[src/rtl/price_window_feeder.sv]
// Feeds a moving-average engine: keeps a WINDOW-deep price ring, issues one
// transaction per accepted price. Optional watchdog: PRICE_FEEDER_TIMEOUT_EN.
module price_window_feeder #(
  parameter int WINDOW = 10,
  parameter int DATA_W = 32
) (
  input  logic              clk,
  input  logic              rst,
  input  logic [DATA_W-1:0] price_in,
  input  logic              price_valid,
  output logic              price_ready,
  output logic              ma_start,
  output logic [DATA_W-1:0] ma_new_price,
  output logic [DATA_W-1:0] ma_oldest_price,
  input  logic [DATA_W-1:0] ma_avg,
  input  logic              ma_done,
  output logic [DATA_W-1:0] avg_out,
  output logic              avg_valid,
  output logic              window_full,
  output logic              timeout_err
);

  localparam int PTR_W = (WINDOW > 1) ? $clog2(WINDOW) : 1;
  localparam int CNT_W = $clog2(WINDOW + 1);

  typedef enum logic [1:0] {S_IDLE, S_ISSUE, S_WAIT} state_t;

  state_t             state, state_nxt;
  logic [PTR_W-1:0]   wr_ptr;
  logic [CNT_W-1:0]   cnt;
  logic [DATA_W-1:0]  price_buf [WINDOW];
  logic               accept, done_hit, full_now;

`ifdef PRICE_FEEDER_TIMEOUT_EN
  logic [4:0] to_cnt;
  logic       timeout_hit;
`endif

  assign full_now    = (cnt == CNT_W'(WINDOW));
  assign price_ready = (state == S_IDLE);

  always_ff @(posedge clk) begin
    if (rst) state <= S_IDLE;
    else     state <= state_nxt;
  end

  always_comb begin
    state_nxt = state;
    accept    = 1'b0;
    done_hit  = 1'b0;
`ifdef PRICE_FEEDER_TIMEOUT_EN
    timeout_hit = 1'b0;
`endif
    case (state)
      S_IDLE: if (price_valid) begin
        accept    = 1'b1;
        state_nxt = S_ISSUE;
      end
      S_ISSUE: state_nxt = S_WAIT;
      S_WAIT: begin
        if (ma_done) begin
          done_hit  = 1'b1;
          state_nxt = S_IDLE;
        end
`ifdef PRICE_FEEDER_TIMEOUT_EN
        // to_cnt==15 means this is the 16th WAIT cycle with no answer
        else if (to_cnt == 5'd15) begin
          timeout_hit = 1'b1;
          state_nxt   = S_IDLE;
        end
`endif
      end
      default: state_nxt = S_IDLE;
    endcase
  end

  // Ring storage is never reset; cnt gating keeps stale slots from leaking out.
  always_ff @(posedge clk) begin
    if (!rst && accept) price_buf[wr_ptr] <= price_in;
  end

  always_ff @(posedge clk) begin
    if (rst) begin
      wr_ptr          <= '0;
      cnt             <= '0;
      ma_start        <= 1'b0;
      ma_new_price    <= '0;
      ma_oldest_price <= '0;
      avg_out         <= '0;
      avg_valid       <= 1'b0;
      window_full     <= 1'b0;
    end else begin
      ma_start  <= accept;
      avg_valid <= done_hit;
      if (accept) begin
        ma_new_price    <= price_in;
        ma_oldest_price <= full_now ? price_buf[wr_ptr] : '0;
        wr_ptr          <= (wr_ptr == PTR_W'(WINDOW - 1)) ? '0 : wr_ptr + PTR_W'(1);
        if (!full_now) cnt <= cnt + CNT_W'(1);
        window_full     <= full_now || (cnt == CNT_W'(WINDOW - 1));
      end
      if (done_hit) avg_out <= ma_avg;
    end
  end

`ifdef PRICE_FEEDER_TIMEOUT_EN
  always_ff @(posedge clk) begin
    if (rst) begin
      to_cnt      <= '0;
      timeout_err <= 1'b0;
    end else begin
      to_cnt <= (state == S_WAIT) ? to_cnt + 5'd1 : 5'd0;
      if (timeout_hit) timeout_err <= 1'b1;
    end
  end
`else
  assign timeout_err = 1'b0;
`endif

endmodule

[config.mk]
export PLATFORM = sky130hd
export DESIGN_NAME = price_window_feeder
export DESIGN_NICKNAME = d
export VERILOG_FILES = /design/src/rtl/price_window_feeder.sv
export SDC_FILE = /design/constraint.sdc
export NUM_CORES = 1
export LEC_CHECK = 0
export ABC_AREA = 1
export ABC_CLOCK_PERIOD_IN_PS = 5700
export BUFFER_PORTS_ARGS = -buffer_cell sky130_fd_sc_hd__buf_2
export CAP_MARGIN = 30
export CORE_UTILIZATION = 30
export CTS_CLUSTER_DIAMETER = 200
export CTS_CLUSTER_SIZE = 12
export DETAILED_ROUTE_END_ITERATION = 7
export HOLD_SLACK_MARGIN = 0.12
export PLACE_DENSITY_LB_ADDON = 0.15
export SETUP_SLACK_MARGIN = 0.2
export SYNTH_ARGS = -nofsm -noshare
export SYNTH_HDL_FRONTEND = slang
export SYNTH_SLANG_ARGS = --single-unit
[constraint.sdc]
create_clock -name clk -period 5.7 [get_ports clk]
set_input_delay 0.855 -clock clk [delete_from_list [all_inputs] [get_ports clk]]
set_output_delay 0.855 -clock clk [all_outputs]
set_load 0.05 [all_outputs]
Yosys cells after proc, flatten, opt, wreduce, memory -nomap -nowiden:

Memory sizes are Yosys's and may differ from the RTL's. A register that Yosys moved wholly into a read port is not among the register bits.
Index checks and enable logic that the tools add are counted.

* bits in registers: 109
* input port bits: 68
* bits in writable memories: 320
* memories kept: 1
* word-level logic and storage cells: 39

Memory list
* price_buf: depth 10, bits a word 32, read ports 1, clocked after memory_dff 1, wr ports 1, line 31 `logic [DATA_W-1:0] price_buf [WINDOW];`

* mux-type cells: 13
* equality and inequality tests: 7
* $add $sub $neg: 2
* bitwise operators: 1
* reduce and logical (&&, ||, !) cells: 6

Operators by type and width (number)
* 2-to-1 mux 32 bit: 1
* equality test 4 bit, second input constant: 3
* 2-to-1 mux 4 bit: 3
* adder 4 x 1 -> 4 bit, second input constant: 2
* 2-to-1 mux 1 bit: 6
* one-hot mux 2 bit (3 select lines): 1
* 2-to-1 mux 2 bit: 2
* != test 2 bit, second input constant: 2
* AND reduction 2 bit: 2
* equality test 2 x 1 -> 1 bit, second input constant: 1
* equality test 2 bit, second input constant: 1
* logical NOT 2 bit: 1
* logical AND 1 bit: 1
* logical NOT 1 bit: 1
* logical OR 1 bit: 1
* inverter 1 bit: 1

Depth between registers and ports, before layout:

* word-level depth: 5
* mapped depth: 11

Worst setup path before layout:

OpenSTA, ideal clock, no wires.

* kind: input port to flip-flop
* start: input price_valid
* end: memory price_buf[8][0], enable pin
* buffers on the path: 0
* stages: 4
* setup slack: 906 ps
* arrival time: 4292 ps
* setup time: 502 ps
* required time: 5198 ps
* path through: nand2_4 -> nor2_1 -> inv_1 -> nor4_1

* cells in the longest elaborated chain, start to end: 5

Ends and longest elaborated chain
* from (decl): line 10 `input logic price_valid,`
* 2-to-1 mux 1 bit: line 55 `S_IDLE: if (price_valid) begin`
* 2-to-1 mux 1 bit: line 54 `case (state)`
* logical AND 1 bit: line 79 `if (!rst && accept) price_buf[wr_ptr] <= price_in;`
* 2-to-1 mux 1 bit: line 79
* 2-to-1 mux 1 bit (implied by the code): line 79
* to (decl): line 31

Every way passes these cells.

Worst setup path in the final report:

* start: register state[1]
* end: memory price_buf[5][25], enable pin

* cells in the longest elaborated chain, start to end: 5

Ends and longest elaborated chain
* from (decl): line 28 `state_t state, state_nxt;`
* from (signal assigned): line 44 `else state <= state_nxt;`
* logical NOT 2 bit: line 54
* 2-to-1 mux 1 bit: line 54
* logical AND 1 bit: line 79
* 2-to-1 mux 1 bit: line 79
* 2-to-1 mux 1 bit (implied by the code): line 79

Every way passes these cells.

==> impl_metrics.yaml <==
run_status:
  status: "finished clean"
yosys:
  ys_warn_count: 0
  synth.distinct_cells: 24
  synth-seq-cells: 433
  syn_avg_cell_area_um2: 10.0
  postSynthNetCount: 1837
  synth_cell_area_um2: 17700
  register_area_share_after_synthesis_pct: 67.1
  synthCells: 1766
clock_tree:
  clk_transition_reported_paths_ns: 0.06
  post_cts_hold_buffer_count: 0
  post_cts_buffers: 0
  numCtsBuffers: 42
  numClockSinks: 433
  cts.repair.resized: 0
  clockBufferDepth: 3
  tritoncts: "done"
  cts-htree-levels: 2
  insertion_delay_ns: 0.57
  cts_root_buffer: "clkbuf_16"
global_route:
  grt_max_degree: 72
  number_of_antenna_violations_at_the_first_check_in_global_routing: 0
  grt_pass1_wl_um: 68800
  first_global_vias: 12000
  track_usage_pct: 14.9
  grt_remaining_overflow: 0
placement:
  hpwlAfterDp_um: 24900
  routabilityCongestion: 0.703
  port_buffer_count: 167
  place_worst_setup_slack_ns: 2.12
  post_dp_cell_area_um2: 19400
drt:
  detail_route.wirelength_um: 44000
  vias: 11900
  count_of_tritonroute_iterations_in_the_first_routing_pass: 6
  drc: 0
  antenna_left: 0
  drt_iter0_markers: 662
  vias_per_cell: 4.41
  wire_per_inst_um: 16.3
finish:
  antenna_cells_inserted: 0
  multi_input_comb_area_um2: 4440
  layout.nets: 1979
  fill_cells: 5801
  syn2layout_area_growth_pct: 17.1
  layout-drive-gt1-share_pct: 16.3
  design_area_um2: 20700
  register_area_um2: 11900
floorplan:
  die_width_um: 245
  initial_core_util_pct: 30.5
  top_level_ports: 169
  dieHeight_um: 245
  fp.dieArea_um2: 60000
  fp.coreArea_um2: 58000
  number_of_core_rows: 88
worst_setup_path:
  worstSetupEndpointType: "register"
  cp.arrival_ns: 3.35
  cp-start-kind: "register"
  critPathMaxFanout: 71
  worstSetupPathType: "reg -> reg"
  timing.critical_path.required_ns: 5.94
power_and_ir_drop:
  post-layout-total-power_uw: 6750
  vdd.ir_drop.worst_uv: 187
  pd_cells_nw_per_um2: 326
  p_leak_uw: 0.00878
job:
  maxCapViolCount: 0
timing:
  period_utilisation_layout_pct: 54.6
  fin_clk_skew_ns: 0.0261
  fin_setup_tns_ns: 0
  timing.fmax_mhz: 321
  timing.slew.headroom_pct: 38.8
  timing_worst_slew_pin_value_ns: 0.918
  setup-violations-final: 0
  finalMaxSlewViolations: 0
  minimum_clock_period_ns: 3.11
  hold_viol: 0
  setup_slack_ns: 2.59
  rsz0062_at_grt: "no"
worst_hold_path:
  min_path_type: "reg -> reg"
[power breakdown]
part	internal [µW]	switching, µW
Combinational	150	458
Clock	1470	1180
Sequential	3440	49.1
Total	5060	1690
[final timing paths]
check / slack (ns) / startpoint / to / cells past startpoint
setup / recovery: 2.59 / state[1]$_SDFFE_PP0P_ / price_buf[5][25]$_DFFE_PP_ / 6
setup reg to reg: 2.59 / state[1]$_SDFFE_PP0P_ / price_buf[5][25]$_DFFE_PP_ / 6
hold / removal: 0.47 / ma_oldest_price[14]$_SDFFE_PP0P_ / ma_oldest_price[14]$_SDFFE_PP0P_ / 2
hold reg to reg: 0.47 / ma_oldest_price[14]$_SDFFE_PP0P_ / ma_oldest_price[14]$_SDFFE_PP0P_ / 2
[cells in the final DEF, fill, tap and decap left out, drive strengths merged]
cell,netlist,layout
a21oi,100,100
dfxtp,113,113
edfxtp,320,320
clkinv,0,1
and3,2,2
or2,1,1
conb,1,1
o31ai,2,2
nor4,1,1
ha,3,3
clkbuf,54,76
buf,39,191
nor2,151,151
nand2,428,428
o21ai,71,71
nand3,198,198
nor3,6,6
inv,276,276
[stage by stage]
step	cells	hold WS [ns]	util [%]
after floorplan	1766	0.473	-
after global placement	2622	0.460	33.2
after detailed placement	2628	0.467	33.5
after CTS	2705	0.461	35.7
after global routing	2706	0.486	35.7
final	2706	0.474	35.7
[synth_stat cells, drive strengths merged]
cell type  instances  area, µm²
nand3            198        991
a21oi            100        726
buf               39        211
o21ai             71        355
or2                1       6.26
dfxtp            113       2260
nor2             151        574
nor4               1       6.26
conb               1       3.75
inv              276       1040
o31ai              2       15.0
edfxtp           320       9610
ha                 3       37.5
clkbuf            54        203
and3               2       12.5
nand2            428       1610
nor3               6       30.0
[metal layers]
layer | part of all wire, % | GRT usage, %
met5 | 0 | 0
met3 | 4.6 | 2.73
met4 | 1.9 | 4.19
met2 | 47 | 25.3
met1 | 46 | 19.3
[sequential cells by signal, indices dropped and copies added, names as in the netlist, 2 cells and up, named ones only]
signal           flops
avg_out             32
cnt                  4
ma_new_price        32
ma_oldest_price     32
price_buf          320
state                2
wr_ptr               4
[worst max-delay path: stages, from the launching register on]
cell     delay [ns]
dfxtp_1        0.35
nor2_4         0.16
nand2_4        0.48
nor2_1         0.52
nand2_1        0.28
nor2_4         0.56
buf_4          0.40
[cell type report]
| class | count | area share [%] |
|---|---|---|
| clock inverter | 1 | 0.0544 |
| sequential | 433 | 57.3 |
| inverter | 276 | 5.02 |
| multi-input combinational | 964 | 21.4 |
| tap | 765 | 4.62 |
| timing repair buffer | 191 | 5.51 |
| clock buffer | 76 | 6.00 |
[kinds of logic after synthesis]
kind of cell	share of synthesized area, %
other	0.0212
buffers and inverters	8.20
adders and majority gates	0.212
DFF	67.1
AOI/OAI and AO/OA	6.19
and+or+nand+nor	18.3
(Power assumes the default switching activity.)
